--- src/rtl/fetch_unit.sv ---
// -----------------------------------------------------------------------------
// fetch_unit
//   Instruction fetch stage. It owns the PC, issues instruction reads, and
//   loads the IF/ID pipeline register. A one-entry skid buffer keeps a word
//   that returns while ID is stalled, so the read never has to be reissued.
//   Downstream redirects (flush) and a retired HALT override normal fetching.
//
// Ports
//   CLK            in   1   clock, rising edge
//   nRST           in   1   asynchronous reset, active low
//   ihit           in   1   imemload is valid for imemaddr this cycle
//   imemload       in   32  instruction word from instruction memory
//   stall          in   1   ID cannot accept a new IF/ID entry
//   flush          in   1   branch/jump redirect resolved downstream
//   redirect_addr  in   32  redirect target, used when flush=1
//   halt           in   1   HALT retired; fetch stops until reset
//   iREN           out  1   instruction read request
//   imemaddr       out  32  read address (always the PC)
//   instr_IF_ID    out  32  instruction word into IF/ID
//   npc_IF_ID      out  32  address of that instruction + 4
//   valid_IF_ID    out  1   1 = real instruction, 0 = bubble
//   fetch_cnt      out  32  instructions delivered with valid_IF_ID=1
//
// State   | meaning
// --------+------------------------------------------------------------------
// FETCH   | PC is being read; a returning word goes to IF/ID or the skid buffer
// HOLD    | skid buffer holds a word waiting for ID to release its stall
// HALTED  | HALT retired; no reads, all inputs ignored until reset
// -----------------------------------------------------------------------------
module fetch_unit #(
   parameter logic [31:0] PC_INIT = 32'h0000_0000
) (
   input  logic        CLK,
   input  logic        nRST,
   input  logic        ihit,
   input  logic [31:0] imemload,
   input  logic        stall,
   input  logic        flush,
   input  logic [31:0] redirect_addr,
   input  logic        halt,
   output logic        iREN,
   output logic [31:0] imemaddr,
   output logic [31:0] instr_IF_ID,
   output logic [31:0] npc_IF_ID,
   output logic        valid_IF_ID,
   output logic [31:0] fetch_cnt
);

   typedef enum logic [1:0] {
      FETCH  = 2'd0,
      HOLD   = 2'd1,
      HALTED = 2'd2
   } state_t;

   // The PC is kept word aligned even if PC_INIT carries stray low bits.
   localparam logic [31:0] PC_RESET = {PC_INIT[31:2], 2'b00};

   state_t      state, state_nxt;
   logic [31:0] pc, pc_nxt;
   logic [31:0] pc_plus4;
   logic [31:0] instr_nxt;
   logic [31:0] npc_nxt;
   logic        valid_nxt;
   logic [31:0] cnt_nxt;
   logic [31:0] skid_instr, skid_instr_nxt;
   logic [31:0] skid_npc, skid_npc_nxt;

   // Redirect targets are forced to a word boundary, so the low bits are dropped.
   logic        unused_redirect_lsb;
   assign unused_redirect_lsb = ^redirect_addr[1:0];

   // Natural 32-bit overflow gives the required modulo-2^32 wrap.
   assign pc_plus4 = pc + 32'd4;

   always_ff @(posedge CLK or negedge nRST) begin
      if (!nRST) begin
         state       <= FETCH;
         pc          <= PC_RESET;
         instr_IF_ID <= '0;
         npc_IF_ID   <= '0;
         valid_IF_ID <= 1'b0;
         fetch_cnt   <= '0;
         skid_instr  <= '0;
         skid_npc    <= '0;
      end else begin
         state       <= state_nxt;
         pc          <= pc_nxt;
         instr_IF_ID <= instr_nxt;
         npc_IF_ID   <= npc_nxt;
         valid_IF_ID <= valid_nxt;
         fetch_cnt   <= cnt_nxt;
         skid_instr  <= skid_instr_nxt;
         skid_npc    <= skid_npc_nxt;
      end
   end

   always_comb begin
      state_nxt      = state;
      pc_nxt         = pc;
      instr_nxt      = instr_IF_ID;
      npc_nxt        = npc_IF_ID;
      valid_nxt      = valid_IF_ID;
      cnt_nxt        = fetch_cnt;
      skid_instr_nxt = skid_instr;
      skid_npc_nxt   = skid_npc;

      if (state == HALTED) begin
         state_nxt = HALTED;
      end else if (halt) begin
         // HALT wins over a coincident redirect; the PC freezes where it is.
         state_nxt      = HALTED;
         valid_nxt      = 1'b0;
         skid_instr_nxt = '0;
         skid_npc_nxt   = '0;
      end else if (flush) begin
         // Redirect wins over any returning word and any buffered word.
         state_nxt      = FETCH;
         pc_nxt         = {redirect_addr[31:2], 2'b00};
         instr_nxt      = '0;
         valid_nxt      = 1'b0;
         skid_instr_nxt = '0;
         skid_npc_nxt   = '0;
      end else begin
         unique case (state)
            FETCH: begin
               if (ihit && !stall) begin
                  instr_nxt = imemload;
                  npc_nxt   = pc_plus4;
                  valid_nxt = 1'b1;
                  pc_nxt    = pc_plus4;
                  cnt_nxt   = fetch_cnt + 32'd1;
               end else if (ihit && stall) begin
                  // PC advances only when the word actually leaves the buffer.
                  skid_instr_nxt = imemload;
                  skid_npc_nxt   = pc_plus4;
                  state_nxt      = HOLD;
               end else if (!stall) begin
                  instr_nxt = '0;
                  valid_nxt = 1'b0;
               end
            end
            HOLD: begin
               if (!stall) begin
                  instr_nxt      = skid_instr;
                  npc_nxt        = skid_npc;
                  valid_nxt      = 1'b1;
                  pc_nxt         = pc_plus4;
                  cnt_nxt        = fetch_cnt + 32'd1;
                  skid_instr_nxt = '0;
                  skid_npc_nxt   = '0;
                  state_nxt      = FETCH;
               end
            end
            default: begin
               state_nxt = HALTED;
            end
         endcase
      end
   end

   assign iREN     = (state == FETCH);
   assign imemaddr = pc;

endmodule

--- config.mk ---
export PLATFORM = sky130hd
export DESIGN_NAME = fetch_unit
export DESIGN_NICKNAME = d
export VERILOG_FILES = /design/src/rtl/fetch_unit.sv
export SDC_FILE = /design/constraint.sdc
export NUM_CORES = 1
export LEC_CHECK = 0
export BUFFER_PORTS_ARGS = -buffer_cell sky130_fd_sc_hd__buf_2
export CAP_MARGIN = 20
export CORE_ASPECT_RATIO = 1.1
export CORE_UTILIZATION = 59
export DETAILED_ROUTE_END_ITERATION = 7
export PLACE_DENSITY = 0.93
export SLEW_MARGIN = 25
export SYNTH_ARGS = -nofsm -noshare
export SYNTH_HDL_FRONTEND = slang
export SYNTH_SLANG_ARGS = --single-unit
--- constraint.sdc ---
create_clock -name CLK -period 3.4 [get_ports CLK]
set_input_delay 0.68 -clock CLK [delete_from_list [all_inputs] [get_ports CLK]]
set_output_delay 0.68 -clock CLK [all_outputs]
set_load 0.01 [all_outputs]
Word-level counts from Yosys, hierarchy flattened --
Cells that the tools add are included. Widths: inputs -> output; s select.
Cells by class: add/sub/neg operators 2, equal/unequal tests 16, multiplexer cells 39, bitwise operators 3, reductions and logical operators 13
Operator list (number):
- $mux 32 | 19
- $pmux 32 s2 | 6
- $add 32x1->32 const B | 1
- $add 32x3->32 const B | 1
- $ne 5x5->1 const B | 3
- $reduce_and 5->1 | 3
- $mux 2 | 6
- $ne 4x4->1 const B | 3
- $reduce_and 6->1 | 2
- $ne 4x3->1 const B | 2
- $mux 1 | 6
- $ne 5x3->1 const B | 1
- $ne 5x4->1 const B | 1
- $pmux 2 s2 | 1
- $reduce_bool 4->1 | 1
- $ne 3x2->1 const B | 1
- $ne 3x3->1 const B | 1
- $not 1->1 | 3
- $reduce_and 3->1 | 1
- $reduce_bool 3->1 | 1
- $eq 2x1->1 const B | 1
- $eq 2x2->1 const B | 1
- $logic_and 1x1->1 | 2
- $logic_not 2->1 | 1
- other kinds (5) | 5
Storage, ports and cells: register bits after elaboration 195, input port bits 70, output and inout port bits 130, word-level logic and storage cells 81

Logic depth before layout (Yosys ltp) --
Gate-level depths: netlist of run 1.
depth after elaboration 7, gate-level depth with buffers 8, depth with buffers taken out 6

Least setup slack after synthesis of run 1 --
Ideal clock, no wire load.
path kind input to register, start point in halt, end point reg fetch_cnt[21], setup time 0.125 ns, arrival 1.983 ns, required time 3.275 ns, setup slack 1.291 ns, stages 8, path buffers 3, cell sequence buf_2 nor4_4 and4_1 buf_4 and4_1 buf_2 nand4_1 xnor2_1
On the way: word-level cells in the longest chain between the ends 2
Ends and longest elaborated chain:
- from (decl) | line 40 | input logic halt,
- $not 1->1 (no source line)
- $reduce_and 6->1 (no source line)
- to (signal assigned) | line 91 | fetch_cnt <= cnt_nxt;
- to (decl) | line 46 | output logic [31:0] fetch_cnt
No other way between the ends. A chain may end at the register's enable or synchronous reset.

Worst setup path after layout of run 1 --
start point in flush, end point reg pc[19] (netlist: imemaddr[19])
On the way: word-level cells in the longest chain between the ends 2, elaborated cells between the ends (all ways) 5, those cells by class eq/ne (2); mux (1); reduce/logical (2)
Ends and longest elaborated chain:
- from (decl) | line 38 | input logic flush,
- $ne 3x2->1 (no source line) (tied with other cells)
- $reduce_and 5->1 (no source line)
- to (signal assigned) | line 87 | pc <= pc_nxt;
- to (decl) | line 59 | logic [31:0] pc, pc_nxt;
Parallel ways exist; a longest one is shown, timed or not.

==> run summary, run 1 <==
Final Setup Violations: 0
top cells by count, synth: 191 x dfrtp_1, 190 x nand2_1, 98 x o21ai_0
initial core utilization: 61.0%
Hold Fails Final Rpt: 0
Clock Skew: 0.0108 ns
register area share after synthesis: 51.4%
Synth Area per Inst: 9.36 sq um
most common cell type on the critical path: nor2_1
most frequent cell after synthesis: dfrtp_1
synthesis-to-finish area growth: 17.9%
fmax: 413 MHz
post-CTS setup buffers: 0
Antenna Nets Post-Route: 0
drt total wl: 23600 um
status: complete, no violations
H-Tree Depth: 4
Root Driver: clkbuf_16
Worst R2R End: instr_IF_ID[10]$_DFFE_PN0P_
drt via density: 6.10
WS Path Type: in2reg
chip width: 122 um
top-area cell type share of the netlist area: 51.4%
Pint: 0.00356 W
FF+latch count, synth: 191
CP Launch Point: flush
CTS tree: yes
Worst setup EP type: register
setup_tns: 0 ns
vias: 8309
R2R cell count: 5
initial antenna violation count: 0
post_cts resized: 0
Finished Core Util: 72.0%
clock latency on the worst-skew pair: 0.43 ns
yosys warns: 0
ys async rst share: 100%
Final Cycle Share: 71.2%
Worst path max stage delay: 0.49 ns
static leakage: 5.29 nW
maxcap violations: 0
share of layout cells above drive strength 1: 23.2%
Sw Share: 23.7%
ys flop type: dfrtp_1
I/O Pins: 200
Filler Cells Inserted: 1076
HPWL after DPL: 16400 um
Reg power frac: 51.6%
DRC viols: 0
Post-synth EDFFs: 0
combinational power share: 7.1%
Data required, critical path: 3.73 ns
antenna cells: 0
Overall Global Routing Usage: 29.9%
1st-iter DRT viols: 864
crit-path cells: buf_2 -> a21boi_1 -> nor2_1 -> buf_4 -> inv_1 -> nor2_1 -> a22oi_1 -> o21ai_0
PD cells: 425 nW/um^2
CTS max path bufs: 2
clock sinks: 191
Inserted Clock Buffers: 17
R2R setup slack: 1.05 ns
CP top delay family: buffers and inverters
fin nets: 1225
routed wire length per instance: 17.4 um
slowest cell on the critical path: nor2_1
Synth area leader: dfrtp_1
Die Ht: 134 um
Placeable Area: 15200 sq um
crit path buf inv count: 3
Worst VDD drop: 304 uV
RSZ-0062 raised after global routing: false
top post-synthesis cells by area: dfrtp_1 51%, nand2_1 7.7%, o21ai_0 5.3%, a22oi_1 3.1%, xnor2_1 3.0%
pin count of the biggest net entering global routing: 90
cells after synthesis: 993
Clock Power Share: 41.2%
Min-Delay Path Class: in2async
CTS clock-pin slew for the worst setup and hold paths: 0.06 ns
minimum clock period: 2.42 ns
GRT overflow: 0
CP max FO: 27
global-route wire length before repair: 38100 um
Worst-Margin Slew: 0.856 ns
cts-stage hold buffer count: 0
reg2reg start: state[1]$_DFFE_PN0P_
arrival time at the worst endpoint: 2.75 ns
NetSw: 0.00110 W
vias in the first global route: 7787
1st-pass router iterations: 6
slew margin rel.: 42.7%
GPL Wtd Cong: 0.860
die area: 16300 sq um
row count: 47
Worst Setup Start Kind: input pin
Port Buf Inserts: 195
final slew viol count: 0
post-synth cell types: 57
Mapped Area: 9290 sq um
## placed cells by master, fill, tap and decap left out, drive strengths merged, types with 24 or more instances in the layout
cell and count:
buf 213, dfrtp 191, nand2 190, o21ai 106, nor2 52, a22oi 38, a21oi 37, o31ai 36
nand3 35, xnor2 32, nand4 24, clkbuf 24
## registers in the layout, indices dropped and copies added, names as in the netlist
name / count
imemaddr: 30
valid_IF_ID: 1
skid_instr: 32
npc_IF_ID: 31
state: 2
instr_IF_ID: 32
skid_npc: 31
fetch_cnt: 32
## worst max path at each step
stage / to / slack, ns / depth (start not counted)
floorplan: fetch_cnt[21]$_DFFE_PN0P_ / 1.29 / 8
global placement: imemaddr[13]$_DFFE_PN0P_ / 0.70 / 8
detailed placement: imemaddr[19]$_DFFE_PN0P_ / 0.62 / 8
CTS: instr_IF_ID[31]$_DFFE_PN0P_ / 1.04 / 5
global route: npc_IF_ID[19]$_DFFE_PN0P_ / 0.80 / 4
finish: imemaddr[19]$_DFFE_PN0P_ / 0.98 / 8
## layout make-up
type | count | area [sq um] | area share [%]
flip-flops and latches | 191 | 4780 | 43.6
repair buffers | 214 | 1150 | 10.5
multi-input cells | 715 | 4160 | 38.0
well taps | 196 | 245 | 2.24
clock inverters | 9 | 83.8 | 0.765
inverters | 14 | 52.6 | 0.479
clock buffers | 23 | 488 | 4.45
## power groups by stage
stage	clock (W)	sequential (W)	combinational, W
3_3_place_gp	0	0.00244	0.000321
3_5_place_dp	0	0.00245	0.000333
2_1_floorplan	0	0.00246	0.000135
4_1_cts	0.00194	0.00241	0.000335
5_1_grt	0.00203	0.00242	0.000372
6_report	0.00192	0.00241	0.000333
## metal layers
| metal | track usage, % | routed length (um) | part of all wire, % |
|---|---|---|---|
| met5 | 0 | 0 | 0 |
| met3 | 5.52 | 1730 | 7.3 |
| met1 | 39.1 | 9660 | 41 |
| met4 | 11.8 | 639 | 2.7 |
| met2 | 49.2 | 11600 | 49 |
## metrics by stage
step	setup WS, ns	power (W)	area, sq um	instances	hold slack [ns]
floorplan	1.29	0.00259	9300	994	0.384
global placement	0.697	0.00276	10400	1330	0.451
detailed placement	0.619	0.00278	10400	1330	0.456
CTS	1.04	0.00468	11000	1362	0.346
global route	0.796	0.00482	11000	1362	0.363
finish	0.979	0.00466	11000	1362	0.309
## logic make-up after synthesis
kind of cell | share of synthesized area (%)
compound gates | 18.0
simple gates | 19.7
other cells | 0.0403
xor+xnor | 4.71
fa+ha+maj | 0.269
buf+inv | 4.29
mux | 1.53
flops | 51.4
No activity file was read; power rests on OpenSTA's default activity.
==> run 2: changes to the inputs <==
Settings changed: ABC_AREA set to 1, CORE_UTILIZATION 59 to 50, PLACE_DENSITY 0.93 to 0.85.
Clock period 3.4 ns to 2 ns, I/O delays scaled along.
==> run summary, run 2 <==
worst slack at placement: 0.00336 ns (-0.615 ns)
die area: 20100 sq um (+24%)
post-route setup slack: 0.208 ns (-0.772 ns)
post-synth cell types: 35 (-39%)
Worst VDD drop: 660 uV (+120%)
commonest non-fill, non-tap cell in the layout: nand2_1
initial core utilization: 51.1% (-9.9 points)
1st-iter DRT viols: 661 (-23%)
GPL Wtd Cong: 0.946 (+10%)
Worst Setup Start Kind: register
Data required, critical path: 2.32 ns (-1.41 ns)
Overall Global Routing Usage: 27.2% (-2.7 points)
Post-synth EDFFs: 0 (unchanged)
initial antenna violation count: 2 (+2)
Synth Area per Inst: 7.56 sq um (-19%)
ys async rst share: 100% (unchanged)
Worst setup EP type: register
row count: 53 (+13%)
FF+latch count, synth: 191 (unchanged)
Inserted Clock Buffers: 17 (unchanged)
drt total wl: 26400 um (+12%)
combinational power share: 15.8% (+8.7 points)
Mapped Area: 9760 sq um (+5.0%)
final slew viol count: 0 (unchanged)
Min-Delay Path Class: in2reg
clock latency on the worst-skew pair: 0.44 ns (about the same)
Final Cycle Share: 89.6%
H-Tree Depth: 4 (unchanged)
Die Ht: 149 um (+11%)
PD cells: 828 nW/um^2 (+95%)
vias in the first global route: 8830 (+13%)
fin nets: 1551 (+27%)
Port Buf Inserts: 195 (unchanged)
1st-pass router iterations: 5 (-1)
Antenna Nets Post-Route: 0 (unchanged)
Root Driver: clkbuf_16
minimum clock period: 1.79 ns
commonest non-fill, non-tap cells in the layout: 395 x nand2_1, 194 x buf_2, 191 x dfrtp_1, 187 x nor2_1, 109 x inv_1
global-route wire length before repair: 43100 um (+13%)
Clock Power Share: 36.9% (-4.3 points)
CP Launch Point: imemaddr[9]$_DFFE_PN0P_
Synth area leader: dfrtp_1
synthesis-to-finish area growth: 20.3%
chip width: 135 um (+11%)
most frequent cell after synthesis: nand2_1
CP max FO: 5 (-81%)
top-area cell type share of the netlist area: 49.0% (-2.4 points)
biggest regs: fetch_cnt x32, instr_IF_ID x32, skid_instr x32
beginning of the worst hold path: redirect_addr[6]
clock sinks: 191 (unchanged)
HPWL after DPL: 18600 um (+14%)
cells after synthesis: 1290 (+30%)
reg2reg start: imemaddr[9]$_DFFE_PN0P_
Final Setup Violations: 0 (unchanged)
top cells by count, synth: 395 x nand2_1, 192 x nor2_1, 191 x dfrtp_1
Placeable Area: 19100 sq um (+25%)
arrival time at the worst endpoint: 2.11 ns (-0.64 ns)
maxcap violations: 0 (unchanged)
ys flop type: dfrtp_1
Reg power frac: 47.3% (-4.3 points)
static leakage: 6.17 nW (+16%)
Pint: 0.00678 W (+90%)
CTS max path bufs: 2 (unchanged)
NetSw: 0.00294 W (+170%)
top post-synthesis cells by area: dfrtp_1 49%, nand2_1 15%, nor2_1 7.4%, inv_1 4.2%, a21oi_1 4.1%
CTS clock-pin slew for the worst setup and hold paths: 0.08 ns (+0.02 ns)
Hold Fails Final Rpt: 0 (unchanged)
register area share after synthesis: 49.0% (-2.4 points)
DRC viols: 0 (unchanged)
share of layout cells above drive strength 1: 18.9% (-4.3 points)
vias: 9325 (+12%)
setup_tns: 0 ns (unchanged)
WS Path Type: reg2reg
fmax: 558 MHz
routed wire length per instance: 15.2 um (-13%)
drt via density: 5.36 (-12%)
GRT overflow: 0 (unchanged)
yosys warns: 0 (unchanged)
Sw Share: 30.3% (+6.6 points)
CTS tree: yes
pin count of the biggest net entering global routing: 66 (-27%)
Clock Skew: 0.00882 ns (-0.00194 ns)
I/O Pins: 200 (unchanged)
RSZ-0062 raised after global routing: false
status: complete, no violations
post-layout power: 0.00972 W (+110%)
post-CTS setup buffers: 0 (unchanged)
run 2: layer usage:
metal / vias up / global-route usage, % / share of wire [%]
met2: 357 / 45.7 / 49
met1: 4405 / 35.3 / 43
li1: 4517 / - / -
met4: 0 / 10.7 / 2.5
met3: 46 / 4.02 / 5.6
met5: - / 0 / 0
run 2: cells by family after synthesis:
kind of cell               share of synthesized area [%]
AOI/OAI and AO/OA                                   12.2
xor gates and xnor gates                            2.96
adders and majority gates                          0.256
buffers and inverters                               7.44
DFF                                                 49.0
other                                             0.0384
and+or+nand+nor                                     28.1
run 2: layout make-up:
class,count,area [sq um]
fillers,1678,7360
inverters,115,432
multi-input cells,924,4280
repair buffers,230,1310
flip-flops and latches,191,4780
clock inverters,15,196
well taps,247,309
clock buffers,17,425
diodes,2,5.00
run 2: final timing paths:
path,end,slack (ns),cells past startpoint
min in group asynchronous,skid_npc[15]$_DFFE_PN0P_,0.44,2
max reg2reg,imemaddr[27]$_DFFE_PN0P_,0.21,9
min reg2reg,skid_npc[1]$_DFFE_PN0P_,0.47,2
max in group asynchronous,fetch_cnt[31]$_DFFE_PN0P_,0.86,3
min,imemaddr[6]$_DFFE_PN0P_,0.25,3
max,imemaddr[27]$_DFFE_PN0P_,0.21,9
run 2: through the flow:
step / hold WS (ns) / utilization (%) / area (sq um) / cells
6_report: 0.245 / 61.5 / 11700 / 1741
5_1_grt: 0.241 / 61.5 / 11700 / 1741
4_1_cts: 0.221 / 61.4 / 11700 / 1739
3_5_place_dp: 0.351 / 58.1 / 11100 / 1706
3_3_place_gp: 0.349 / 58.1 / 11100 / 1706
2_1_floorplan: 0.104 / - / 9760 / 1291
run 2: power groups by stage:
stage	logic [W]	clock network (W)	registers (W)
6_report	0.00153	0.00359	0.00459
2_1_floorplan	0.000736	0	0.00472
4_1_cts	0.00154	0.00364	0.00458
3_5_place_dp	0.00153	0	0.00465
3_3_place_gp	0.00149	0	0.00464
5_1_grt	0.00173	0.00380	0.00464
run 2: worst max-delay path, cell delays in order, from the launching register on:
cell	delay, ns
dfrtp_1	0.49
nand2_1	0.15
nor2_1	0.19
nand2_1	0.07
nor2_1	0.28
nand2_1	0.09
nand2_1	0.06
nand2_1	0.08
o21ai_0	0.18
nand2_1	0.08
run 2: timing repair:
action                                 CTS  global route
endpoints found under the hold margin   36             0
setup endpoints to repair                0             2
hold buffers                             1             0
resized for setup                        0             4
==> run 3: changes to the inputs <==
Settings changed: CORE_ASPECT_RATIO 1.1 to not set, CORE_MARGIN set to 4.
==> run summary, run 3 (synthesis gave the netlist of run 2 again) <==
status: complete, no violations
Cell Count, Final, Fillers Out: 1747 (+0.34%)
Overall Global Routing Usage: 25.0% (-2.2 points)
fmax: 530 MHz (-5.1%)
Placeable Area: 19000 sq um (-0.75%)
maxcap violations: 0 (unchanged)
Die Ht: 148 um (-0.55%)
vias in the first global route: 9076 (+2.8%)
final slew viol count: 0 (unchanged)
Hold Fails Final Rpt: 0 (unchanged)
setup_tns: 0 ns (unchanged)
clock latency on the worst-skew pair: 0.43 ns (about the same)
Min-Delay Path Class: in2reg
drt via density: 5.38 (+0.47%)
Filler Cells Inserted: 1664 (-0.83%)
CP max FO: 4 (-1)
commonest non-fill, non-tap cell in the layout: nand2_1
die area: 21800 sq um (+8.6%)
Port Buf Inserts: 195 (unchanged)
Worst setup EP type: register
initial antenna violation count: 0 (-2)
global-route wire length before repair: 44700 um (+3.6%)
1st-iter DRT viols: 630 (-4.7%)
fin nets: 1549 (-0.13%)
Clock Skew: 0.0119 ns (+0.00311 ns)
Placed Cells: 1715 (+0.53%)
Final Cycle Share: 94.4% (+4.8 points)
CTS clock-pin slew for the worst setup and hold paths: 0.07 ns (about the same)
share of layout cells above drive strength 1: 18.7% (-0.21 points)
synthesis-to-finish area growth: 20.0%
PD cells: 813 nW/um^2 (-1.7%)
vias: 9401 (+0.82%)
HPWL after DPL: 19400 um (+4.1%)
pin count of the biggest net entering global routing: 51 (-23%)
chip width: 148 um (+9.2%)
WS Path Type: reg2reg
slew margin rel.: 61.5%
Data required, critical path: 2.34 ns (+0.02 ns)
Worst-Margin Slew: 0.576 ns
H-Tree Depth: 4 (unchanged)
row count: 50 (-5.7%)
Final Setup Violations: 0 (unchanged)
GPL Wtd Cong: 0.965 (+2.0%)
minimum clock period: 1.89 ns (+0.0954 ns)
Post-DP Area: 11100 sq um (-0.24%)
CTS max path bufs: 2 (unchanged)
Antenna Nets Post-Route: 0 (unchanged)
CTS tree: yes
Inserted Clock Buffers: 17 (unchanged)
Worst VDD drop: 653 uV (-1.0%)
static leakage: 6.12 nW (-0.71%)
worst slack at placement: 0.00349 ns (+0.000129 ns)
commonest non-fill, non-tap cells in the layout: 394 x nand2_1, 194 x buf_2, 191 x dfrtp_1, 188 x nor2_1, 108 x inv_1
biggest regs: fetch_cnt x32, instr_IF_ID x32, skid_instr x32
arrival time at the worst endpoint: 2.23 ns (+0.12 ns)
routed wire length per instance: 15.7 um (+3.2%)
cell area after layout: 11700 sq um (-0.25%)
clock sinks: 191 (unchanged)
Worst Setup Start Kind: register
Root Driver: clkbuf_16
DRC viols: 0 (unchanged)
initial core utilization: 51.5% (+0.38 points)
I/O Pins: 200 (unchanged)
antenna cells: 0 (-2)
drt total wl: 27400 um (+3.6%)
1st-pass router iterations: 5 (unchanged)
GRT overflow: 0 (unchanged)
post-route setup slack: 0.112 ns (-0.0954 ns)
run 3: repair_timing:
item | CTS | global route
setup endpoints to repair | 0 | 62
hold endpoints to repair | 40 | 0
gates resized for setup | 0 | 9
hold buffers | 1 | 0
buffers inserted | 0 | 2
run 3: path summary, 6_finish.rpt:
check | startpoint | endpoint | slack [ns] | depth (start not counted)
setup reg to reg | imemaddr[2]$_DFFE_PN0P_ | skid_npc[18]$_DFFE_PN0P_ | 0.11 | 8
max in group asynchronous | nRST | skid_instr[18]$_DFFE_PN0P_ | 0.86 | 3
min in group asynchronous | nRST | instr_IF_ID[20]$_DFFE_PN0P_ | 0.49 | 2
setup / recovery | imemaddr[2]$_DFFE_PN0P_ | skid_npc[18]$_DFFE_PN0P_ | 0.11 | 8
hold / removal | redirect_addr[6] | imemaddr[6]$_DFFE_PN0P_ | 0.22 | 3
hold reg to reg | skid_instr[1]$_DFFE_PN0P_ | skid_instr[1]$_DFFE_PN0P_ | 0.48 | 2
run 3: through the flow:
stage	hold WS (ns)	utilization, %	total power (W)
floorplan	0.104	-	0.00545
global placement	0.372	58.4	0.00614
detailed placement	0.384	58.4	0.00620
CTS	0.204	61.4	0.00956
global route	0.230	61.8	0.00996
finish	0.215	61.8	0.00952
run 3: worst max-delay path: stages (launching register included):
cell,delay [ns]
dfrtp_1,0.35
ha_1,0.23
nand2_1,0.08
nor2_1,0.23
nand2_2,0.18
nor2_1,0.21
xor2_2,0.22
nand2_1,0.11
o21ai_0,0.19
run 3: report_power, final:
part / leakage [nW] / internal (W) / total, W / switching (W)
logic: 3.36 / 0.000606 / 0.00155 / 0.000944
clock network: 0.272 / 0.00190 / 0.00337 / 0.00147
registers: 2.49 / 0.00425 / 0.00460 / 0.000352
total: 6.12 / 0.00676 / 0.00952 / 0.00277
run 3: cell type report:
| type | count | area, sq um | area share, % |
|---|---|---|---|
| inverters | 115 | 435 | 3.72 |
| flip-flops and latches | 191 | 4780 | 40.8 |
| repair buffers | 228 | 1300 | 11.1 |
| well taps | 260 | 325 | 2.78 |
| multi-input cells | 924 | 4310 | 36.8 |
| clock buffers | 21 | 460 | 3.93 |
| clock inverters | 8 | 106 | 0.908 |
run 3: layer usage:
layer	wire length (um)	GRT usage (%)	up-vias
li1	-	-	4501
met1	11500	33.1	4424
met2	13100	42.0	425
met3	2060	4.26	51
met4	694	8.76	0
met5	0	0	-
